<file path="src/rtl/matmul_job_scheduler.sv">
// matmul_job_scheduler: queues matmul job descriptors and runs the 4x4 systolic
//   matmul through PE clear -> start -> wait done -> clear done, one job at a time.
// Ports: clk/resetn; host push job_valid/job_ready + job_addr_*/job_stride_*;
//   matmul side mm_address_*/mm_address_stride_*, mm_pe_resetn, mm_start_reg,
//   mm_clear_done_reg, mm_done; status busy, fifo_count, jobs_done, irq, err_timeout,
//   irq_clear.
// Option: define MATMUL_SCHED_TIMEOUT_EN to build the WAIT watchdog (TIMEOUT_CYCLES).

// Generic descriptor FIFO: W-bit entries, DEPTH deep (power of two).
// Latency: a pushed entry is visible at the head on the next cycle (no bypass).
// Backpressure: push_rdy = count < DEPTH; pop must only be asserted when count != 0.
module matmul_sched_fifo #(
  parameter int W     = 8,
  parameter int DEPTH = 4,
  parameter int CW    = $clog2(DEPTH) + 1
) (
  input  logic          clk,
  input  logic          resetn,
  input  logic          push_vld,
  input  logic [W-1:0]  push_dat,
  output logic          push_rdy,
  input  logic          pop,
  output logic [W-1:0]  pop_dat,
  output logic [CW-1:0] count
);
  localparam int PW = $clog2(DEPTH);

  logic [W-1:0]  mem_q [DEPTH];
  logic [PW-1:0] wr_ptr_q;
  logic [PW-1:0] rd_ptr_q;
  logic [CW-1:0] count_q;
  logic          push;

  assign push_rdy = (count_q < CW'(DEPTH));
  assign push     = push_vld && push_rdy;
  assign pop_dat  = mem_q[rd_ptr_q];
  assign count    = count_q;

  // Storage carries no reset: entries are only read once count says they are valid.
  always_ff @(posedge clk) begin
    if (push) mem_q[wr_ptr_q] <= push_dat;
  end

  always_ff @(posedge clk or negedge resetn) begin
    if (!resetn) begin
      wr_ptr_q <= '0;
      rd_ptr_q <= '0;
      count_q  <= '0;
    end else begin
      if (push) wr_ptr_q <= wr_ptr_q + PW'(1);
      if (pop)  rd_ptr_q <= rd_ptr_q + PW'(1);
      case ({push, pop})
        2'b10:   count_q <= count_q + CW'(1);
        2'b01:   count_q <= count_q - CW'(1);
        default: count_q <= count_q;
      endcase
    end
  end
endmodule

// Job scheduler top: pops descriptors and sequences the matmul control handshake.
// Latency: push at edge 0 -> pop edge 1 -> PE clear cycle 2 -> start cycle 3 -> WAIT.
// Backpressure: job_ready drops while the FIFO is full; jobs advance only on mm_done.
module matmul_job_scheduler #(
  parameter int DEPTH          = 4,
  parameter int AWIDTH         = 10,
  parameter int STRIDE_WIDTH   = 8,
  parameter int TIMEOUT_CYCLES = 1024
) (
  input  logic                      clk,
  input  logic                      resetn,
  input  logic                      job_valid,
  output logic                      job_ready,
  input  logic [AWIDTH-1:0]         job_addr_a,
  input  logic [AWIDTH-1:0]         job_addr_b,
  input  logic [AWIDTH-1:0]         job_addr_c,
  input  logic [STRIDE_WIDTH-1:0]   job_stride_a,
  input  logic [STRIDE_WIDTH-1:0]   job_stride_b,
  input  logic [STRIDE_WIDTH-1:0]   job_stride_c,
  output logic [AWIDTH-1:0]         mm_address_mat_a,
  output logic [AWIDTH-1:0]         mm_address_mat_b,
  output logic [AWIDTH-1:0]         mm_address_mat_c,
  output logic [STRIDE_WIDTH-1:0]   mm_address_stride_a,
  output logic [STRIDE_WIDTH-1:0]   mm_address_stride_b,
  output logic [STRIDE_WIDTH-1:0]   mm_address_stride_c,
  output logic                      mm_pe_resetn,
  output logic                      mm_start_reg,
  output logic                      mm_clear_done_reg,
  input  logic                      mm_done,
  output logic                      busy,
  output logic [$clog2(DEPTH):0]    fifo_count,
  output logic [7:0]                jobs_done,
  output logic                      irq,
  input  logic                      irq_clear,
  output logic                      err_timeout
);
  typedef struct packed {
    logic [AWIDTH-1:0]       addr_a;
    logic [AWIDTH-1:0]       addr_b;
    logic [AWIDTH-1:0]       addr_c;
    logic [STRIDE_WIDTH-1:0] stride_a;
    logic [STRIDE_WIDTH-1:0] stride_b;
    logic [STRIDE_WIDTH-1:0] stride_c;
  } job_t;

  typedef enum logic [2:0] {
    ST_IDLE, ST_PE_CLR, ST_START, ST_WAIT, ST_CLEAR
  } state_e;

  state_e state_q, state_d;
  job_t   push_job, head_job, job_q;
  logic   pop;
  logic   timeout_hit;
  logic   pe_resetn_q, pe_resetn_d;
  logic   start_q, start_d;
  logic   clear_done_q, clear_done_d;
  logic   busy_q, busy_d;
  logic   irq_q;
  logic   irq_set;
  logic [7:0] jobs_done_q;

  assign push_job = {job_addr_a, job_addr_b, job_addr_c,
                     job_stride_a, job_stride_b, job_stride_c};

  matmul_sched_fifo #(
    .W     ($bits(job_t)),
    .DEPTH (DEPTH)
  ) u_fifo (
    .clk      (clk),
    .resetn   (resetn),
    .push_vld (job_valid),
    .push_dat (push_job),
    .push_rdy (job_ready),
    .pop      (pop),
    .pop_dat  (head_job),
    .count    (fifo_count)
  );

  assign pop = (state_q == ST_IDLE) && (fifo_count != '0);

  // State register
  always_ff @(posedge clk or negedge resetn) begin
    if (!resetn) state_q <= ST_IDLE;
    else         state_q <= state_d;
  end

  // Next-state logic
  always_comb begin
    state_d = state_q;
    case (state_q)
      ST_IDLE:   if (fifo_count != '0) state_d = ST_PE_CLR;
      ST_PE_CLR: state_d = ST_START;
      ST_START:  state_d = ST_WAIT;
      ST_WAIT:   if (mm_done || timeout_hit) state_d = ST_CLEAR;
      ST_CLEAR:  state_d = ST_IDLE;
      default:   state_d = ST_IDLE;
    endcase
  end

  // Output decode from the next state so every control output is a flop that
  // lines up with the state it belongs to.
  always_comb begin
    pe_resetn_d  = (state_d != ST_PE_CLR);
    start_d      = (state_d == ST_START);
    clear_done_d = (state_d == ST_CLEAR);
    busy_d       = (state_d != ST_IDLE);
  end

  // irq is set on entry to CLEAR and held set through the CLEAR cycle, so an
  // irq_clear landing on either of those edges loses to the set.
  assign irq_set = clear_done_d || clear_done_q;

  always_ff @(posedge clk or negedge resetn) begin
    if (!resetn) begin
      pe_resetn_q  <= 1'b1;
      start_q      <= 1'b0;
      clear_done_q <= 1'b0;
      busy_q       <= 1'b0;
      jobs_done_q  <= '0;
      irq_q        <= 1'b0;
      job_q        <= '0;
    end else begin
      pe_resetn_q  <= pe_resetn_d;
      start_q      <= start_d;
      clear_done_q <= clear_done_d;
      busy_q       <= busy_d;
      if (pop) job_q <= head_job;
      // A completed job counts only via mm_done, never via the watchdog.
      if (state_q == ST_WAIT && mm_done) jobs_done_q <= jobs_done_q + 8'd1;
      if (irq_set)        irq_q <= 1'b1;
      else if (irq_clear) irq_q <= 1'b0;
    end
  end

`ifdef MATMUL_SCHED_TIMEOUT_EN
  localparam int TCW = $clog2(TIMEOUT_CYCLES + 1);

  logic [TCW-1:0] wait_cnt_q;
  logic           to_job_q;
  logic           err_q;

  // Counter sits at zero outside WAIT, so it restarts on every WAIT entry.
  assign timeout_hit = (state_q == ST_WAIT) && !mm_done &&
                       (wait_cnt_q == TCW'(TIMEOUT_CYCLES - 1));

  always_ff @(posedge clk or negedge resetn) begin
    if (!resetn) begin
      wait_cnt_q <= '0;
      to_job_q   <= 1'b0;
      err_q      <= 1'b0;
    end else begin
      if (state_q == ST_WAIT) wait_cnt_q <= wait_cnt_q + TCW'(1);
      else                    wait_cnt_q <= '0;
      if (timeout_hit)                to_job_q <= 1'b1;
      else if (state_q == ST_CLEAR)   to_job_q <= 1'b0;
      // Same set-wins window as irq: the timeout edge plus the CLEAR cycle.
      if (timeout_hit || (state_q == ST_CLEAR && to_job_q)) err_q <= 1'b1;
      else if (irq_clear)                                   err_q <= 1'b0;
    end
  end

  assign err_timeout = err_q;
`else
  logic unused_timeout_cfg;
  assign unused_timeout_cfg = ^TIMEOUT_CYCLES;
  assign timeout_hit        = 1'b0;
  assign err_timeout        = 1'b0;
`endif

  assign mm_address_mat_a    = job_q.addr_a;
  assign mm_address_mat_b    = job_q.addr_b;
  assign mm_address_mat_c    = job_q.addr_c;
  assign mm_address_stride_a = job_q.stride_a;
  assign mm_address_stride_b = job_q.stride_b;
  assign mm_address_stride_c = job_q.stride_c;
  assign mm_pe_resetn        = pe_resetn_q;
  assign mm_start_reg        = start_q;
  assign mm_clear_done_reg   = clear_done_q;
  assign busy                = busy_q;
  assign jobs_done           = jobs_done_q;
  assign irq                 = irq_q;
endmodule

</file>
<file path="config.mk">
export PLATFORM = sky130hd
export DESIGN_NAME = matmul_job_scheduler
export DESIGN_NICKNAME = d
export VERILOG_FILES = /design/src/rtl/matmul_job_scheduler.sv
export SDC_FILE = /design/constraint.sdc
export NUM_CORES = 1
export LEC_CHECK = 0
export ABC_CLOCK_PERIOD_IN_PS = 3700
export CAP_MARGIN = 10
export CORE_MARGIN = 1
export CORE_UTILIZATION = 40
export DETAILED_ROUTE_END_ITERATION = 7
export GPL_TIMING_DRIVEN = 0
export PLACE_DENSITY = 0.68
export SLEW_MARGIN = 30
export SYNTH_ARGS = -nofsm -noshare
export SYNTH_HDL_FRONTEND = slang
export SYNTH_SLANG_ARGS = --single-unit
export TNS_END_PERCENT = 5
</file>
<file path="constraint.sdc">
create_clock -name clk -period 3.7 [get_ports clk]
set_input_delay 0.37 -clock clk [delete_from_list [all_inputs] [get_ports clk]]
set_output_delay 0.37 -clock clk [all_outputs]
set_load 0.02 [all_outputs]
</file>
==> flow_summary.toml <==
[status]
outcome = "finished, final reports clean"

[critical_path]
endpoint_kind = "flop"
arrival_ns = 2.71
cp_data_required_time_ns = 4.16
startpoint_type = "flop"
crit_type = "flop to flop"
worstRegToRegCells = 10
crit_path_max_fanout = 10
reg2reg_setup_slack_ns = 1.45
reg2reg_from = "state_q[1]"
rr_endpoint = "u_fifo.count[2]"

[synth]
synthArstFlopShare_pct = 26.3
synth_cell_types = 37
synthesis.nets = 555
synth_enable_flop_cells = 216
synthCells = 489
synth_seq_cells = 293
yosysSeqAreaShare_pct = 76.0
yosysWarnings = 0
syn_area_per_cell_sq_um = 22.6
syn_area_sq_um = 11100
synth-main-ff-cell = "edfxtp_1"

[cells_and_area]
fin_cells = 1021
syn2layout_area_growth_pct = 25.7
utilization_pct = 51.5
nets = 722
layout_commonest_cell = "edfxtp_1"
final_cell_mix = "216 x edfxtp_1, 128 x clkdlybuf4s50_1, 76 x dfrtp_1"
n_antenna_cell = 0
largest_reg_flops = 216
drive_gt1_share_pct = 27.5
largest-register = "u_fifo.mem_q"

[grt]
grt_pass1_wl_microns = 32200
grt_antenna_before_repair = 0
grt_pass1_vias = 5673
grt_max_degree = 52
overflow = 0
globalRouteTotalUtil_pct = 14.9

[route]
routedWlPerCell_microns = 20.1
vias = 5153
dr.pass1.iters = 4
routed_wl_microns = 20500
viasPerCell = 5.05
ant_nets = 0
drc = 0
drtIter0Drc = 285

[clock_network]
htree_levels = 1
clock_latency_ns = 0.54
clk_pin_slew_ns = 0.06
cts.sinks = 293
cts_tree = "built"
clock_path_buffers = 3
cts_resized = 0
numCtsBuffers = 30
root_buffer = "clkbuf_16"
post_cts_buffers = 0

[timing]
tns_ns = 0
rsz0062_at_grt = "false"
fin_skew_ns = 0.00602
max_slew_margin_pct = 49.6
whs_ns = 0.279
setup-violations-final = 0
period_needed_ns = 2.25
fin_crit_sh_pct = 60.7
drv_slew = 0
fmax_mhz = 445
worst_pin_slew_ns = 0.756
hold_viol_final = 0
finalWorstSetupSlack_ns = 1.45

[placement]
gp_congestion = 0.723
post-place-ws_ns = 1.26
port-buffer-count = 129
dp.cells = 964
place_hpwl_microns = 12600

[power]
p_leak_nw = 4.98
vdd_drop_max_v = 0.000349
powerDensity_nw_per_um2 = 843

[floorplan]
rows = 60
die_w_microns = 168
start_util_pct = 41.0
dieArea_sq_um = 28400
core-area_sq_um = 27000
die_h_microns = 168
io_pins = 131

[flow_run]
cap_violations = 0

[min_path]
hold_path_class = "primary input to asynchronous set/reset pin"
[worst max path at each step]
stage	startpoint	end	slack, ns	cells after the start
2_1_floorplan	u_fifo.count[2]	u_fifo.mem_q[0][0]	1.15	3
3_3_place_gp	resetn	mm_address_stride_c[1]	-1.03	1
3_5_place_dp	job_valid	u_fifo.mem_q[1][43]	1.26	5
4_1_cts	state_q[1]	u_fifo.count[2]	1.44	10
5_1_grt	state_q[1]	u_fifo.count[2]	1.29	10
6_report	state_q[1]	u_fifo.count[2]	1.45	10
[per-layer routing]
metal | track usage, % | share of wire, % | up-vias
met5 | 0 | 0 | -
met4 | 4.03 | 2.3 | 0
met3 | 2.70 | 4.2 | 36
met2 | 25.8 | 50 | 126
met1 | 19.3 | 43 | 2708
li1 | - | - | 2283
[repair_timing]
item / 4_1_cts / 5_1_grt
setup endpoints to repair: 0 / 0
hold buffers: 1 / 0
hold endpoints to repair: 26 / 0
[area by class of cell]
cell class	instances	area, sq um
Fill cell	2121	13100
Sequential cell	293	8410
Multi-Input combinational cell	164	2430
Timing Repair Buffer	135	1410
Clock buffer	43	882
Tap cell	341	427
Buffer	20	198
Clock inverter	13	113
Inverter	12	45.0
[critical path, stage by stage, from the launching register on]
cell,delay [ns]
dfrtp_1,0.45
nor3_2,0.23
nand2b_2,0.14
inv_2,0.08
buf_4,0.23
ha_1,0.22
inv_1,0.06
fa_1,0.37
xor2_1,0.15
nor2_1,0.11
xnor2_1,0.13
[power breakdown]
group	total, mW	internal, mW	switching (mW)
Combinational	4.06	2.24	1.82
Clock	2.98	1.79	1.19
Sequential	4.69	4.32	0.370
Total	11.7	8.35	3.38
[cell families (layout without fill, tap and decap cells)]
| logic type | Yosys count | in the layout | synth area share, % |
|---|---|---|---|
| DFF | 293 | 293 | 76.0 |
| muxes | 109 | 109 | 18.2 |
| other | 1 | 1 | 0.0339 |
| and+or+nand+nor | 29 | 29 | 1.45 |
| AOI/OAI and AO/OA | 5 | 5 | 0.271 |
| xor gates and xnor gates | 13 | 13 | 1.03 |
| buffers and inverters | 32 | 223 | 2.19 |
| adders and majority gates | 7 | 7 | 0.859 |
[through the flow]
| step | power, mW | area (sq um) |
|---|---|---|
| 6_report | 11.7 | 13900 |
| 4_1_cts | 11.9 | 13900 |
| 3_5_place_dp | 8.89 | 12900 |
| 5_1_grt | 12.3 | 13900 |
| 3_3_place_gp | 8.76 | 12800 |
| 2_1_floorplan | 7.39 | 11100 |
[synthesized netlist by cell type, types with 2 or more instances]
| library cell | instances | area share [%] |
|---|---|---|
| ha_1 | 6 | 0.68 |
| dfrtp_1 | 76 | 17 |
| nand2_1 | 10 | 0.34 |
| nand4_1 | 3 | 0.17 |
| clkbuf_1 | 3 | 0.10 |
| mux2_2 | 6 | 0.61 |
| buf_2 | 4 | 0.18 |
| buf_6 | 6 | 0.61 |
| edfxtp_1 | 216 | 59 |
| buf_12 | 4 | 0.72 |
| o21ai_0 | 2 | 0.090 |
| mux4_2 | 54 | 11 |
| xnor2_1 | 10 | 0.79 |
| inv_2 | 2 | 0.068 |
| and2_1 | 4 | 0.23 |
| inv_1 | 10 | 0.34 |
| xor2_1 | 3 | 0.24 |
| mux2_4 | 48 | 6.5 |
| nor3_1 | 3 | 0.14 |
| buf_4 | 2 | 0.14 |
No activity file was read; power rests on OpenSTA's default activity.
